===== config.mk =====
export PLATFORM = sky130hd
export DESIGN_NAME = mem_stage_lsu
export DESIGN_NICKNAME = d
export VERILOG_FILES = /design/src/rtl/riscv_pkg.sv /design/src/rtl/lsu_data_align.sv /design/src/rtl/mem_stage_lsu.sv
export SDC_FILE = /design/constraint.sdc
export NUM_CORES = 1
export LEC_CHECK = 0
export CAP_MARGIN = 15
export CORE_MARGIN = 1
export CORE_UTILIZATION = 50
export CTS_CLUSTER_SIZE = 8
export DETAILED_ROUTE_END_ITERATION = 16
export PLACE_DENSITY = 0.95
export SYNTH_ARGS = -nofsm -noshare
export SYNTH_HDL_FRONTEND = slang
export SYNTH_SLANG_ARGS = --single-unit

===== constraint.sdc =====
create_clock -name clock -period 7.8 [get_ports clock]
set_clock_uncertainty 0.1 [all_clocks]
set_input_delay 2.34 -clock clock [delete_from_list [all_inputs] [get_ports clock]]
set_output_delay 2.34 -clock clock [all_outputs]
set_load 0.02 [all_outputs]

===== src/rtl/riscv_pkg.sv =====
// Shared MEM-stage definitions: funct3 load/store encodings, LSU FSM states
// and the access-size decode used by both the aligner and the control path.
package riscv_pkg;

    localparam logic [2:0] F3_LB  = 3'b000;
    localparam logic [2:0] F3_LH  = 3'b001;
    localparam logic [2:0] F3_LW  = 3'b010;
    localparam logic [2:0] F3_LBU = 3'b100;
    localparam logic [2:0] F3_LHU = 3'b101;
    localparam logic [2:0] F3_SB  = 3'b000;
    localparam logic [2:0] F3_SH  = 3'b001;
    localparam logic [2:0] F3_SW  = 3'b010;

    typedef enum logic {
        ST_IDLE = 1'b0,
        ST_WAIT = 1'b1
    } lsu_state_t;

    typedef enum logic [1:0] {
        SZ_BYTE = 2'd0,
        SZ_HALF = 2'd1,
        SZ_WORD = 2'd2
    } acc_size_t;

    // Any funct3 outside the defined load set behaves as LW.
    function automatic acc_size_t load_size(input logic [2:0] f3);
        case (f3)
            F3_LB, F3_LBU: return SZ_BYTE;
            F3_LH, F3_LHU: return SZ_HALF;
            default:       return SZ_WORD;
        endcase
    endfunction

    function automatic acc_size_t store_size(input logic [2:0] f3);
        case (f3)
            F3_SB:   return SZ_BYTE;
            F3_SH:   return SZ_HALF;
            F3_SW:   return SZ_WORD;
            default: return SZ_WORD;
        endcase
    endfunction

endpackage


===== src/rtl/lsu_data_align.sv =====
// Combinational byte-lane logic: store strobe/replication and misalign detect
// for the incoming request, load lane select and extension for returned data.
module lsu_data_align
    import riscv_pkg::*;
(
    input  logic        is_store,
    input  logic [2:0]  req_funct3,
    input  logic [1:0]  req_addr_lo,
    input  logic [31:0] st_data,
    output logic [3:0]  wstrb,
    output logic [31:0] wdata,
    output logic        misalign,
    input  logic [2:0]  ld_funct3,
    input  logic [1:0]  ld_addr_lo,
    input  logic [31:0] rdata,
    output logic [31:0] ld_data
);

    acc_size_t size;
    logic [7:0]  ld_byte;
    logic [15:0] ld_half;

    always_comb begin
        size     = is_store ? store_size(req_funct3) : load_size(req_funct3);
        misalign = 1'b0;
        wstrb    = '0;
        wdata    = '0;
        case (size)
            SZ_HALF: misalign = req_addr_lo[0];
            SZ_WORD: misalign = |req_addr_lo;
            default: misalign = 1'b0;
        endcase
        if (is_store) begin
            case (size)
                SZ_BYTE: begin
                    wstrb = 4'b0001 << req_addr_lo;
                    wdata = {4{st_data[7:0]}};
                end
                SZ_HALF: begin
                    wstrb = req_addr_lo[1] ? 4'b1100 : 4'b0011;
                    wdata = {2{st_data[15:0]}};
                end
                default: begin
                    wstrb = 4'b1111;
                    wdata = st_data;
                end
            endcase
        end
    end

    always_comb begin
        ld_byte = rdata[{ld_addr_lo, 3'b000} +: 8];
        ld_half = ld_addr_lo[1] ? rdata[31:16] : rdata[15:0];
        case (ld_funct3)
            F3_LB:   ld_data = {{24{ld_byte[7]}}, ld_byte};
            F3_LBU:  ld_data = {24'b0, ld_byte};
            F3_LH:   ld_data = {{16{ld_half[15]}}, ld_half};
            F3_LHU:  ld_data = {16'b0, ld_half};
            F3_LW:   ld_data = rdata;
            default: ld_data = rdata;
        endcase
    end

endmodule


===== src/rtl/mem_stage_lsu.sv =====
// MEM stage: pass-through of ALU results, or one load/store over a req/ack bus
// with timeout, registered into a one-cycle WB pulse.
//   state   | meaning
//   ST_IDLE | accepting EX results; non-mem and misaligned ops retire next cycle
//   ST_WAIT | bus request outstanding; upstream stalled until ack or timeout
module mem_stage_lsu
    import riscv_pkg::*;
#(
    parameter int TIMEOUT_CYCLES = 64,
    parameter int CNT_W          = 7
) (
    input  logic        clock,
    input  logic        reset,
    input  logic        in_valid,
    input  logic [31:0] alu_result,
    input  logic [31:0] wr_data,
    input  logic        mem_read,
    input  logic        mem_write,
    input  logic [2:0]  funct3,
    input  logic [4:0]  rd_in,
    input  logic        reg_write_in,
    output logic        stall,
    output logic        dmem_req,
    output logic        dmem_we,
    output logic [31:0] dmem_addr,
    output logic [31:0] dmem_wdata,
    output logic [3:0]  dmem_wstrb,
    input  logic [31:0] dmem_rdata,
    input  logic        dmem_ack,
    output logic        wb_valid,
    output logic [31:0] wb_data,
    output logic [4:0]  wb_rd,
    output logic        wb_reg_write,
    output logic        exc_misalign,
    output logic        exc_bus_err
);

    lsu_state_t       state_q, state_d;
    logic [CNT_W-1:0] cnt_q;
    logic [31:0]      addr_q, wdata_q;
    logic [3:0]       wstrb_q;
    logic             we_q, rw_q;
    logic [2:0]       f3_q;
    logic [4:0]       rd_q;

    logic        mem_op, is_store, misalign, start, done, timeout, stall_c, last_cnt;
    logic [3:0]  al_wstrb;
    logic [31:0] al_wdata, ld_data;

    assign mem_op   = mem_read | mem_write;
    assign is_store = mem_write & ~mem_read;
    assign start    = in_valid & mem_op & ~misalign;
    assign last_cnt = (cnt_q == CNT_W'(TIMEOUT_CYCLES - 1));

    lsu_data_align u_align (
        .is_store    (is_store),
        .req_funct3  (funct3),
        .req_addr_lo (alu_result[1:0]),
        .st_data     (wr_data),
        .wstrb       (al_wstrb),
        .wdata       (al_wdata),
        .misalign    (misalign),
        .ld_funct3   (f3_q),
        .ld_addr_lo  (addr_q[1:0]),
        .rdata       (dmem_rdata),
        .ld_data     (ld_data)
    );

    always_comb begin
        state_d = state_q;
        stall_c = 1'b0;
        done    = 1'b0;
        timeout = 1'b0;
        case (state_q)
            ST_IDLE: begin
                if (start) begin
                    state_d = ST_WAIT;
                    stall_c = 1'b1;
                end
            end
            ST_WAIT: begin
                if (dmem_ack) begin
                    done    = 1'b1;
                    state_d = ST_IDLE;
                end else if (last_cnt) begin
                    timeout = 1'b1;
                    state_d = ST_IDLE;
                end else begin
                    stall_c = 1'b1;
                end
            end
            default: state_d = ST_IDLE;
        endcase
    end

    // Reset gates stall so it falls immediately even while a mem op is presented.
    assign stall      = stall_c & reset;
    assign dmem_req   = (state_q == ST_WAIT);
    assign dmem_we    = dmem_req & we_q;
    assign dmem_addr  = dmem_req ? {addr_q[31:2], 2'b00} : '0;
    assign dmem_wdata = dmem_req ? wdata_q : '0;
    assign dmem_wstrb = dmem_req ? wstrb_q : '0;

    always_ff @(posedge clock or negedge reset) begin
        if (!reset) begin
            state_q      <= ST_IDLE;
            cnt_q        <= '0;
            addr_q       <= '0;
            wdata_q      <= '0;
            wstrb_q      <= '0;
            we_q         <= 1'b0;
            rw_q         <= 1'b0;
            f3_q         <= '0;
            rd_q         <= '0;
            wb_valid     <= 1'b0;
            wb_data      <= '0;
            wb_rd        <= '0;
            wb_reg_write <= 1'b0;
            exc_misalign <= 1'b0;
            exc_bus_err  <= 1'b0;
        end else begin
            state_q      <= state_d;
            wb_valid     <= 1'b0;
            exc_misalign <= 1'b0;
            exc_bus_err  <= 1'b0;
            case (state_q)
                ST_IDLE: begin
                    if (in_valid && !mem_op) begin
                        wb_valid     <= 1'b1;
                        wb_data      <= alu_result;
                        wb_rd        <= rd_in;
                        wb_reg_write <= reg_write_in;
                    end else if (in_valid && misalign) begin
                        wb_valid     <= 1'b1;
                        exc_misalign <= 1'b1;
                        wb_data      <= alu_result;
                        wb_rd        <= rd_in;
                        wb_reg_write <= 1'b0;
                    end else if (start) begin
                        cnt_q   <= '0;
                        addr_q  <= alu_result;
                        wdata_q <= al_wdata;
                        wstrb_q <= al_wstrb;
                        we_q    <= is_store;
                        rw_q    <= reg_write_in & ~is_store;
                        f3_q    <= funct3;
                        rd_q    <= rd_in;
                    end
                end
                ST_WAIT: begin
                    if (done) begin
                        wb_valid     <= 1'b1;
                        wb_rd        <= rd_q;
                        wb_reg_write <= rw_q;
                        if (!we_q) wb_data <= ld_data;
                    end else if (timeout) begin
                        wb_valid     <= 1'b1;
                        exc_bus_err  <= 1'b1;
                        wb_rd        <= rd_q;
                        wb_reg_write <= 1'b0;
                    end else begin
                        cnt_q <= cnt_q + 1'b1;
                    end
                end
                default: ;
            endcase
        end
    end

endmodule


==> results of run 1 <==
[synthesized netlist by cell type, drive strengths merged, types with 13 or more instances]
cell type / count / share of area [%]
a21oi: 26 / 2.2
and2: 71 / 6.8
dfrtp: 127 / 49
o31ai: 14 / 1.6
clkbuf: 30 / 1.8
a22oi: 16 / 1.8
buf: 19 / 2.0
mux2i: 14 / 2.2
inv: 17 / 0.98
nor3: 22 / 1.7
a31oi: 21 / 2.3
o21ai: 34 / 2.6
mux2: 23 / 4.6
nand2: 157 / 9.1
nor2: 30 / 1.7
o22ai: 13 / 1.3
[power groups by stage]
stage | clock, mW | sequential (mW) | combinational, mW
floorplan | 0 | 1.01 | 0.394
global route | 0.805 | 0.977 | 0.902
CTS | 0.773 | 0.953 | 0.840
global placement | 0 | 0.951 | 0.812
detailed placement | 0 | 0.958 | 0.835
finish | 0.764 | 0.954 | 0.839
[flip-flops by register name, summed over array words and instances (netlist names)]
signal        flops
addr_q           32
cnt_q             7
wb_reg_write      1
wdata_q          32
f3_q              3
wb_rd             5
wb_data          32
wstrb_q           4
dmem_req          1
exc_bus_err       1
rd_q              5
we_q              1
wb_valid          1
rw_q              1
exc_misalign      1
[critical path: cells and delay by family]
kind	cells	cell delay, ps
buffers and inverters	3	1260
and+or+nand+nor	5	680
[area by class of cell]
class	count	share of cell area, %
Inverter	17	0.6848
Clock buffer	24	5.170
Clock inverter	7	0.9131
Timing Repair Buffer	228	24.25
Tap cell	172	2.310
Sequential cell	127	34.12
Multi-Input combinational cell	509	32.55
[worst max path at each step]
stage | from | endpoint | slack [ps] | cells after the start
2_1_floorplan | mem_read | stall | 1940 | 6
3_3_place_gp | funct3[0] | stall | 1140 | 8
3_5_place_dp | funct3[0] | stall | 1070 | 8
4_1_cts | funct3[0] | stall | 1070 | 8
5_1_grt | funct3[0] | stall | 950 | 8
6_report | funct3[0] | stall | 1060 | 8
[metal layers]
layer / wire length (µm) / GRT usage (%) / vias to the layer above
met5: 0 / 0 / -
met2: 9665 / 47.58 / 281
met4: 922 / 18.12 / 0
met3: 1385 / 6.904 / 77
li1: - / - / 2835
met1: 8193 / 39.99 / 2940
[cell families (layout without fill, tap and decap cells)]
logic type                 after synthesis  in the layout  share of synthesized area, %
AOI/OAI and AO/OA                      154            154                         16.03
and+or+nand+nor                        311            311                         22.60
DFF                                    127            127                         48.89
muxes                                   38             38                         7.122
buffers and inverters                   66            276                         4.696
xor gates and xnor gates                 3              3                        0.4043
other                                    1              2                       0.05769
adders and majority gates                1              1                        0.1925
==> out/metrics.yaml, run 1 <==
ios: 223
ant_nets: 0
row_count: 41
cpMaxStageDelayCell: "clkdlybuf4s50_1"
ys_ff_latch: 127
track_usage_pct: 30.84
grt_pass1_vias: 5991
finalNonFillerCells: 1084
yosys_warnings: 0
p_per_area_nw_per_um2: 274.5
fin_ws_ps: 1062
placement.io_buffers: 220
worstHoldPathType: "flop to flop"
drive_gt1_share_pct: 7.566
pwr-share-seq_pct: 37.3
ys.flop_type: "dfrtp_1"
post_cts_buffers: 0
placed_cell_area_um2: 8751
power.total_mw: 2.557
die_h_um: 116.0
synth_seq_area_share_pct: 48.89
power.leakage_nw: 4.111
grt_first_pass_wirelength_mm: 31.12
finalSetupViolations: 0
num_vias: 6133
min_period_ps: 6738
rsz0062_at_grt: "no"
cts_tree: "yes"
fin_hold_ws_ps: 366.1
nets: 1012
grt-ovfl-total: 0
end_kind: "output port"
critPathMaxStageDelay_ps: 560
via_per_inst: 5.658
crit_top_cell: "clkdlybuf4s50_1"
seq_area_um2: 3179
dieArea_um2: 13460
final_area_um2: 9318
syn_avg_cell_area_um2: 9.272
drt_pass1_iterations: 5
antenna_found_initial: 0
dp.cells: 1053
dpl_worst_slack_ps: 1071
synth_area_um2: 6500
hold_depth: 2
cp.arrival_ps: 4300
relSlewSlack_pct: 37.30
syn_inst: 701
crit_chain: "clkdlybuf4s50_1 > nor2b_1 > buf_4 > nand3_1 > nand3_4 > nand2_1 > and2_1 > clkdlybuf4s50_1"
holdPathEnd: "addr_q[28]"
criticalPathCategory: "input port to output port"
hold_viol_final: 0
tns_ps: 0
start_kind: "input port"
gp_congestion: 0.9062
post_cts_resized: 0
clockBufferDepth: 2
rr_endpoint: "wb_data[7]"
max_cap_viol_count: 0
switchingPower_mw: 0.8288
final_util_pct: 73.54
clk_latency_ps: 420
worstPathMaxFanout: 12
ys_types: 52
clk_pin_slew_worst_paths_ps: 50
cts_num_sinks: 127
fillers: 891
finalMaxSlewViolations: 0
tightest_slew_ps: 940.4
async_reset_ff_share_pct: 100.0
outcome: "complete, no violations"
post-route-period-util_pct: 86.39
mostFrequentLayoutCells: "clkdlybuf4s50_1, nand2_1, dfrtp_1"
cts_buffers: 17
pwr-share-clk_pct: 29.9
reg2reg_setup_slack_ps: 4230
final_common_cell: "clkdlybuf4s50_1"
crit_required_ps: 5360
reg2reg_from: "dmem_req"
dp_hpwl_mm: 13.89
synth_edf_count: 0
intPower_mw: 1.729
grt_max_degree: 87
vdd_drop_max_v: 0.0002139
initial_utilization_pct: 51.30
clockRootBuffer: "clkbuf_16"
die_w_um: 116.0
multi_input_area_um2: 3033
drt_wl_total_mm: 20.17
cts.htree.levels: 4
hold_start: "addr_q[28]"
clock.fmax_ghz: 0.1484
avgRoutedWirePerCell_um: 18.60
drtIter0Drc: 648
pwr-share-comb_pct: 32.8
area_growth_pct: 43.35
antenna_cells: 0
core_area_um2: 12670
switching_share_pct: 32.41
reg2regPathDepth: 7
cts_hold_buf: 0
remaining_drc_errors: 0
No activity file was read; power rests on OpenSTA's default activity.
==> run 2, diff against run 1 <==
Settings changed: CTS_CLUSTER_SIZE 8 to default.
==> results of run 2 <==
Same layout as run 1: the final DEF is identical, and so are final timing and power.
==> run 3, diff against run 2 <==
Settings changed: CELL_PAD_IN_SITES_DETAIL_PLACEMENT from default to 1, CELL_PAD_IN_SITES_GLOBAL_PLACEMENT from default to 1, CORE_UTILIZATION 50 to 36.
==> run 3 against run 2 <==
Net effect: worst setup slack improved by 38 ps; sequential share of layout area decreased by 0.10 points; hold slack got worse by 6.0 ps; clock-buffer cell count decreased by 1; combinational power increased by 3.3%; first-iteration DRC count decreased by 31%; utilization decreased by 20 points; maximum frequency increased by 0.57%; non-clock buffer count unchanged; via count increased by 1.6%; wire length increased by 20%; critical endpoint unchanged; largest cell class unchanged; highest routed layer unchanged.
==> out/metrics.yaml, run 3 (synthesis results as in run 1) <==
end_kind: "output port"
p_per_area_nw_per_um2: 272.0  # -0.91%
reg2reg_setup_slack_ps: 3610  # -620 ps
hold_viol_final: 0  # unchanged
grtUsageMet3_pct: 3.654  # -3.2 points
finalSetupViolations: 0  # unchanged
cts.htree.levels: 4  # unchanged
power.leakage_nw: 4.090  # -0.53%
outcome: "complete, no violations"
ios: 223  # unchanged
met2_usage_pct: 44.22  # -3.4 points
seq_area_um2: 3179  # unchanged
grt.busiest_layer: "met2"
start_kind: "input port"
finalMaxSlewViolations: 0  # unchanged
clk_latency_ps: 410  # about the same
avgRoutedWirePerCell_um: 21.27  # +14%
reg_top3: "addr_q: 32 flops, wb_data: 32 flops, wdata_q: 32 flops"
holdPathEnd: "exc_bus_err"
worstPathMaxFanout: 7  # -5
hold_depth: 1  # -1
die_w_um: 136.4  # +18%
max_cap_viol_count: 0  # unchanged
area_growth_pct: 43.77
placement.io_buffers: 220  # unchanged
reg2regPathDepth: 7  # unchanged
post-route-period-util_pct: 85.90  # -0.49 points
grt_max_degree: 87  # unchanged
switching_share_pct: 34.26  # +1.9 points
rr_endpoint: "wb_data[9]"
tns_ps: 0  # unchanged
crit_required_ps: 5360  # about the same
pwr-share-clk_pct: 28.5  # -1.4 points
rsz0062_at_grt: "no"
post_cts_buffers: 0  # unchanged
drive_gt1_share_pct: 7.582  # +0.017 points
dp_hpwl_mm: 17.29  # +24%
multi_input_area_um2: 3033  # unchanged
clockBufferDepth: 2  # unchanged
drt_pass1_iterations: 5  # unchanged
final_util_pct: 53.47  # -20 points
tightest_slew_ps: 1002  # +62.03 ps
cts_num_sinks: 127  # unchanged
ant_nets: 0  # unchanged
worstHoldPathType: "flop to flop"
clockRootBuffer: "clkbuf_16"
cp.arrival_ps: 4260  # -40 ps
gp_congestion: 0.8299  # -8.4%
cts_hold_buf: 0  # unchanged
relSlewSlack_pct: 33.01  # -4.3 points
dieArea_um2: 18600  # +38%
grtUsageMet1_pct: 33.74  # -6.3 points
num_vias: 6230  # +1.6%
pwr-share-seq_pct: 37.4  # about the same
track_usage_pct: 26.72  # -4.1 points
post_cts_resized: 0  # unchanged
die_h_um: 136.4  # +18%
pwr-share-comb_pct: 34.1  # +1.3 points
reg2reg_from: "dmem_req"
switchingPower_mw: 0.8709  # +5.1%
criticalPathCategory: "input port to output port"
nets: 1012  # unchanged
grt_first_pass_wirelength_mm: 37.29  # +20%
vdd_drop_max_v: 0.0001668  # -22%
mostFrequentLayoutCells: "clkdlybuf4s50_1, nand2_1, dfrtp_1"
clk_pin_slew_worst_paths_ps: 60  # about the same
min_period_ps: 6700  # -38.08 ps
via_per_inst: 5.489  # -3.0%
core_area_um2: 17480  # +38%
fillers: 1965  # +120%
remaining_drc_errors: 0  # unchanged
final_common_cell: "clkdlybuf4s50_1"
drtIter0Drc: 444  # -31%
antenna_cells: 0  # unchanged
cts_tree: "yes"
antenna_found_initial: 0  # unchanged
grt-ovfl-total: 0  # unchanged
grt_pass1_vias: 6597  # +10%
initial_utilization_pct: 37.19  # -14 points
clock.fmax_ghz: 0.1493  # +0.57%
cts_buffers: 17  # unchanged
row_count: 48  # +17%
drt_wl_total_mm: 24.14  # +20%
intPower_mw: 1.671  # -3.3%
hold_start: "cnt_q[6]"
[run 3: cell types whose count changed in the layout (fill, tap and decap cells not counted), sizes merged]
cell / delta
bufinv: -2
clkbuf: -1
clkinvlp: +1
[run 3: per-stage QoR]
stage	total power, mW	setup slack (ps)	std cells	hold WS, ps	cell area (µm²)
2_1_floorplan	1.402	1943	702	317.2	6504
4_1_cts	2.552	1071	1135	361.8	9345
3_5_place_dp	1.823	1071	1106	352.5	8821
5_1_grt	2.658	979.0	1135	390.2	9345
3_3_place_gp	1.784	1159	1106	349.9	8821
6_report	2.542	1100	1135	360.1	9345
[run 3: power groups by stage]
stage                     registers [mW]  logic, mW  clock network (mW)
after floorplan                     1.01      0.394                   0
after global placement             0.949      0.834                   0
after detailed placement           0.958      0.865                   0
after CTS                          0.951      0.873               0.728
after global routing               0.972      0.929               0.757
final                              0.951      0.867               0.723
[run 3: final cells by class]
| type | instances | share of cell area [%] |
|---|---|---|
| flip-flops and latches | 127 | 34.02 |
| clock buffers | 23 | 5.222 |
| well taps | 225 | 3.012 |
| inverters | 17 | 0.6828 |
| clock inverters | 6 | 0.3883 |
| repair buffers | 228 | 24.22 |
| multi-input cells | 509 | 32.45 |
[run 3: critical path, stage by stage]
cell	delay [ps]
clkdlybuf4s50_1	700
nand3_1	270
nand3_4	130
nand2_1	100
and2_1	180
clkdlybuf4s50_1	530
[run 3: worst max path at each step]
| stage | start | to | slack (ps) | cells after the start |
|---|---|---|---|---|
| 5_1_grt | mem_write | stall | 980 | 7 |
| 6_report | alu_result[0] | stall | 1100 | 6 |
| 2_1_floorplan | mem_read | stall | 1940 | 6 |
| 4_1_cts | alu_result[0] | stall | 1070 | 6 |
| 3_3_place_gp | alu_result[0] | stall | 1160 | 6 |
| 3_5_place_dp | alu_result[0] | stall | 1070 | 6 |
[run 3: metal layers]
layer | share of wire [%] | routed length [µm]
met1 | 43 | 10270
met5 | 0 | 0
met2 | 49 | 11870
met3 | 3.9 | 932
met4 | 4.4 | 1071
